[src/rtl/bee_swarm_ctrl_pkg.sv]
// Shared state encoding for the bee swarm controller and its per-slot FSMs.
package bee_swarm_ctrl_pkg;
  localparam int STATE_W = 3;
  localparam logic [STATE_W-1:0] S_IDLE = 3'b001;
  localparam logic [STATE_W-1:0] S_MOVE = 3'b010;
  localparam logic [STATE_W-1:0] S_CAPT = 3'b100;
endpackage

[src/rtl/bee_swarm_ctrl_slot_fsm.sv]
// One bee slot: IDLE/MOVE/CAPTURED state, respawn timer and first-capture pulse.
module bee_slot_fsm
  import bee_swarm_ctrl_pkg::*;
#(
  parameter int RESPAWN_FRAMES = 0
) (
  input  logic clk_i,
  input  logic rst_n_i,
  input  logic clear_i,
  input  logic tick_en_i,
  input  logic rel_i,
  input  logic capture_i,
  output logic load_bee_o,
  output logic moving_o,
  output logic captured_o,
  output logic caught_o,
  output logic cap_evt_o
);
  localparam int T_W = (RESPAWN_FRAMES > 1) ? $clog2(RESPAWN_FRAMES) : 1;
  localparam logic [T_W-1:0] T_LAST = T_W'((RESPAWN_FRAMES > 0) ? RESPAWN_FRAMES - 1 : 0);

  logic [STATE_W-1:0] state_q, state_d;
  logic [T_W-1:0]     tmr_q, tmr_d;
  logic               caught_q;

  always_comb begin
    state_d   = state_q;
    tmr_d     = tmr_q;
    cap_evt_o = 1'b0;
    case (state_q)
      S_IDLE: if (rel_i) state_d = S_MOVE;
      S_MOVE: if (capture_i) begin
        state_d   = S_CAPT;
        tmr_d     = '0;
        cap_evt_o = 1'b1;
      end
      S_CAPT: if (RESPAWN_FRAMES > 0 && tick_en_i) begin
        if (tmr_q == T_LAST) begin
          state_d = S_IDLE;
          tmr_d   = '0;
        end else begin
          tmr_d = tmr_q + T_W'(1);
        end
      end
      default: state_d = S_IDLE;
    endcase
  end

  always_ff @(posedge clk_i or negedge rst_n_i) begin
    if (!rst_n_i) begin
      state_q  <= S_IDLE;
      tmr_q    <= '0;
      caught_q <= 1'b0;
    end else if (clear_i) begin
      state_q  <= S_IDLE;
      tmr_q    <= '0;
      caught_q <= 1'b0;
    end else begin
      state_q  <= state_d;
      tmr_q    <= tmr_d;
      caught_q <= cap_evt_o;
    end
  end

  assign load_bee_o = (state_q == S_IDLE) || (state_q == S_CAPT);
  assign moving_o   = (state_q == S_MOVE);
  assign captured_o = (state_q == S_CAPT);
  assign caught_o   = caught_q;
endmodule

[src/rtl/bee_swarm_ctrl.sv]
// Swarm controller: staggered release scheduler, per-bee slot FSMs and saturating capture score.
module bee_swarm_ctrl
  import bee_swarm_ctrl_pkg::*;
#(
  parameter int NUM_BEES       = 4,
  parameter int RELEASE_GAP    = 60,
  parameter int RESPAWN_FRAMES = 0,
  parameter int CNT_W          = 8
) (
  input  logic                clk_i,
  input  logic                reset_n_i,
  input  logic                clear_i,
  input  logic                enable_i,
  input  logic                frame_tick_i,
  input  logic                can_capture_i,
  input  logic [NUM_BEES-1:0] overlap_i,
  output logic [NUM_BEES-1:0] load_bee_o,
  output logic [NUM_BEES-1:0] moving_o,
  output logic [NUM_BEES-1:0] captured_o,
  output logic [NUM_BEES-1:0] caught_o,
  output logic [CNT_W-1:0]    capture_count_o,
  output logic                all_captured_o
);
  localparam int GAP_W = (RELEASE_GAP > 1) ? $clog2(RELEASE_GAP) : 1;
  localparam logic [GAP_W-1:0] GAP_LAST = GAP_W'(RELEASE_GAP - 1);
  localparam int SUM_W = CNT_W + 5;
  localparam logic [SUM_W-1:0] CNT_MAX = SUM_W'({CNT_W{1'b1}});

  logic                tick_en, gap_wrap;
  logic [GAP_W-1:0]    gap_q, gap_d;
  logic [CNT_W-1:0]    count_q, count_d;
  logic [NUM_BEES-1:0] rel, idle, cap_evt;
  logic [4:0]          pop;
  logic [SUM_W-1:0]    sum;
  logic                found;

  assign tick_en  = enable_i & frame_tick_i;
  assign gap_wrap = tick_en && (gap_q == GAP_LAST);
  assign gap_d    = !tick_en ? gap_q : (gap_wrap ? '0 : gap_q + GAP_W'(1));
  assign idle     = load_bee_o & ~captured_o;

  // Only the lowest-index IDLE slot is released; a wrap with no IDLE slot is simply lost.
  always_comb begin
    rel   = '0;
    found = 1'b0;
    for (int i = 0; i < NUM_BEES; i++) begin
      if (!found && idle[i]) begin
        rel[i] = gap_wrap;
        found  = 1'b1;
      end
    end
  end

  always_comb begin
    pop = '0;
    for (int i = 0; i < NUM_BEES; i++) pop = pop + 5'(cap_evt[i]);
    sum     = SUM_W'(count_q) + SUM_W'(pop);
    count_d = (sum > CNT_MAX) ? CNT_MAX[CNT_W-1:0] : sum[CNT_W-1:0];
  end

  always_ff @(posedge clk_i or negedge reset_n_i) begin
    if (!reset_n_i) begin
      gap_q   <= '0;
      count_q <= '0;
    end else if (clear_i) begin
      gap_q   <= '0;
      count_q <= '0;
    end else begin
      gap_q   <= gap_d;
      count_q <= count_d;
    end
  end

  for (genvar g = 0; g < NUM_BEES; g++) begin : g_slot
    bee_slot_fsm #(.RESPAWN_FRAMES(RESPAWN_FRAMES)) u_slot (
      .clk_i      (clk_i),
      .rst_n_i    (reset_n_i),
      .clear_i    (clear_i),
      .tick_en_i  (tick_en),
      .rel_i      (rel[g]),
      .capture_i  (overlap_i[g] & can_capture_i),
      .load_bee_o (load_bee_o[g]),
      .moving_o   (moving_o[g]),
      .captured_o (captured_o[g]),
      .caught_o   (caught_o[g]),
      .cap_evt_o  (cap_evt[g])
    );
  end

  assign capture_count_o = count_q;
  assign all_captured_o  = &captured_o;
endmodule

[config.mk]
export PLATFORM = sky130hd
export DESIGN_NAME = bee_swarm_ctrl
export DESIGN_NICKNAME = d
export VERILOG_FILES = /design/src/rtl/bee_swarm_ctrl_pkg.sv /design/src/rtl/bee_swarm_ctrl_slot_fsm.sv /design/src/rtl/bee_swarm_ctrl.sv
export SDC_FILE = /design/constraint.sdc
export NUM_CORES = 1
export LEC_CHECK = 0
export ABC_CLOCK_PERIOD_IN_PS = 6800
export CAP_MARGIN = 10
export CORE_MARGIN = 8
export CORE_UTILIZATION = 40
export CTS_BUF_LIST = sky130_fd_sc_hd__clkbuf_16
export DETAILED_ROUTE_END_ITERATION = 12
export GPL_TIMING_DRIVEN = 1
export MAX_ROUTING_LAYER = met4
export PLACE_DENSITY = 0.68
export SKIP_LAST_GASP = 1
export SLEW_MARGIN = 10
export SYNTH_ARGS = -nofsm -noshare
export SYNTH_HDL_FRONTEND = slang
export SYNTH_SLANG_ARGS = --single-unit
[constraint.sdc]
create_clock -name clk_i -period 6.8 [get_ports clk_i]
set_clock_uncertainty 0.05 [all_clocks]
set_input_delay 0.68 -clock clk_i [delete_from_list [all_inputs] [get_ports clk_i]]
set_output_delay 0.68 -clock clk_i [all_outputs]
set_load 0.05 [all_outputs]
==> impl_metrics.ini <==
[worst_setup_path]
cp.arrival_ps = 3400
worstPathMaxFanout = 8
crit_path_start_kind = input pin
cp.required_ps = 6920
cp-end-kind = register
reg2reg_setup_slack_ps = 3710
worstSetupPathType = input pin to register

[detailed_routing]
avgViaCountPerCell = 5.185
wl_per_cell_um = 14.74
ant_nets = 0
drcViolationCount = 0
drt-initial-drc-count = 94
dr.pass1.iters = 4
num_vias = 1317
wl_um = 3745

[pwr]
irDropWorstVdd_mv = 0.09576
p_leak_uw = 0.0008743
p_per_area_nw_per_um2 = 189.7

[cts]
numCtsBuffers = 5
path_clk_slew_ps = 50
cts_tree = built
cts_setup_buffers = 0
cts_hold_buf = 0
cts.sinks = 30
clockBufferDepth = 2
clk_latency_ps = 270
cts-htree-levels = 2
root_buffer = clkbuf_16
ctsResizeCount = 0

[floorplan]
io_pins = 35
rows = 24
fp.dieH_um = 81.46
start_util_pct = 40.48
core_area_um2 = 4234
die_x_um = 81.46
die_area_um2 = 6636

[flow_run]
cap_violations = 0

[logic_synthesis]
yosys_most_used_dff = dfrtp_1
synth_commonest_cells = dfrtp_1, a21oi_1, buf_4
synth.area.top_cells = dfrtp_1, buf_4, dfstp_2
synth_area_leader_cell = dfrtp_1
syn_nets = 196
ys_seq_area_share_pct = 44.09
netlist_area_um2 = 1714
yosys_warnings = 0
synth_cells = 181
async_flop_share_pct = 100.0
synth_seq_cells = 30
synth_edf_count = 0
synth_top_cell_area_share_pct = 37.96
yosysUniqueCellTypes = 43
syn_avg_cell_area_um2 = 9.470
yosysMostFrequentCell = dfrtp_1

[timing]
whs_ps = 461.8
tightest_slew_ps = 1174
setup_viol = 0
min_period_over_period_pct = 48.33
timing.fmax_mhz = 304.3
fin_crit_ps = 3286
tns_ps = 0
report.final.slew_viol_count = 0
grt_setup_unrepaired = false
finalHoldViolations = 0
relSlewSlack_pct = 21.46

[worst_hold_path]
hp-class = register to register

[run_status]
status = completed

[global_routing]
grt_pass1_vias = 1313
grt_overflow_total = 0
grt_pass1_wl_um = 6203
grtUsageTotal_pct = 12.70
antenna_found_initial = 0
grt_max_degree = 34

[placed_design]
hpwlAfterDp_um = 2666
port_buffers = 34
gp_congestion = 0.8459

[cells_and_area]
nNetsFinal = 216
n_antenna_cell = 0
drive_above_1_share_pct = 8.911
area_delta_synth_final_pct = 23.58
[critical path: stages]
cell,delay (ps)
clkdlybuf4s50_1,630
nand3_1,220
fa_1,530
fa_1,470
inv_1,80
fa_1,280
nand4_1,260
a21oi_1,240
[metal layers]
layer	wire, um	GRT usage [%]	vias to the layer above	part of all wire, %
li1	-	-	660	-
met1	1646	13.88	618	44
met2	1775	20.05	31	47
met3	232	4.376	8	6.2
met4	90	6.607	0	2.4
met5	0	-	-	0
[where the power goes]
part / leakage, uW / internal, uW / total, uW / switching [uW]
Clock: 0.0000748 / 132 / 206 / 73.3
Combinational: 0.000395 / 6.42 / 16.3 / 9.84
Sequential: 0.000405 / 180 / 180 / 0.492
[stage by stage]
step                instances  setup slack [ps]  utilization, %  area (um2)  total power (uW)
detailed placement        246              3204           46.75        1979             199.6
CTS                       254              3497           50.03        2118             408.9
finish                    254              3514           50.03        2118             401.9
global placement          246              3352           46.75        1979             199.6
floorplan                 181              4036               -        1714             188.7
global route              254              3344           50.03        2118             420.4
[final timing paths]
kind,start,to,depth (start not counted)
setup reg to reg,g_slot[0].u_slot.state_q[1]$_DFFE_PN0P_,capture_count_o[0]$_DFF_PN0_,9
max in group asynchronous,reset_n_i,g_slot[0].u_slot.state_q[0]$_DFFE_PN1P_,2
hold / removal,g_slot[2].u_slot.state_q[2]$_DFFE_PN0P_,g_slot[2].u_slot.state_q[1]$_DFFE_PN0P_,1
setup / recovery,can_capture_i,capture_count_o[0]$_DFF_PN0_,8
min in group asynchronous,reset_n_i,capture_count_o[4]$_DFF_PN0_,2
hold reg to reg,g_slot[2].u_slot.state_q[2]$_DFFE_PN0P_,g_slot[2].u_slot.state_q[1]$_DFFE_PN0P_,1
[logic make-up after synthesis]
kind of cell | Yosys count | share of synthesized area [%]
flip-flops | 30 | 44.09
adder cells (fa/ha/maj) | 5 | 4.963
XOR/XNOR | 8 | 4.088
AND/OR/NAND/NOR | 72 | 24.16
buffers and inverters | 33 | 11.02
AO/OA/AOI/OAI | 33 | 11.68
[state kept, by name (all words and copies together), names as in the netlist]
name                    flops
g_slot.u_slot.state_q      12
capture_count_o             8
gap_q                       6
g_slot.u_slot.caught_o      4
[final cells by class]
class / count / area, um2
multi-input combinational: 118 / 769.5
tap: 52 / 65.06
inverter: 11 / 41.29
clock buffer: 5 / 125.1
clock inverter: 3 / 13.76
sequential: 30 / 755.7
fill: 396 / 2116
timing repair buffer: 35 / 347.8
[cell usage in the layout, fill, tap and decap left out, types with 4 or more instances in the layout]
cell,n
nor2_1,15
clkbuf_16,5
clkdlybuf4s50_1,34
a21oi_1,19
nand2_1,13
dfrtp_1,26
dfstp_2,4
nand4_1,4
xnor2_1,5
nor3_1,7
inv_1,12
nand3_1,7
Note: power is estimated with default switching activity, not from simulation.
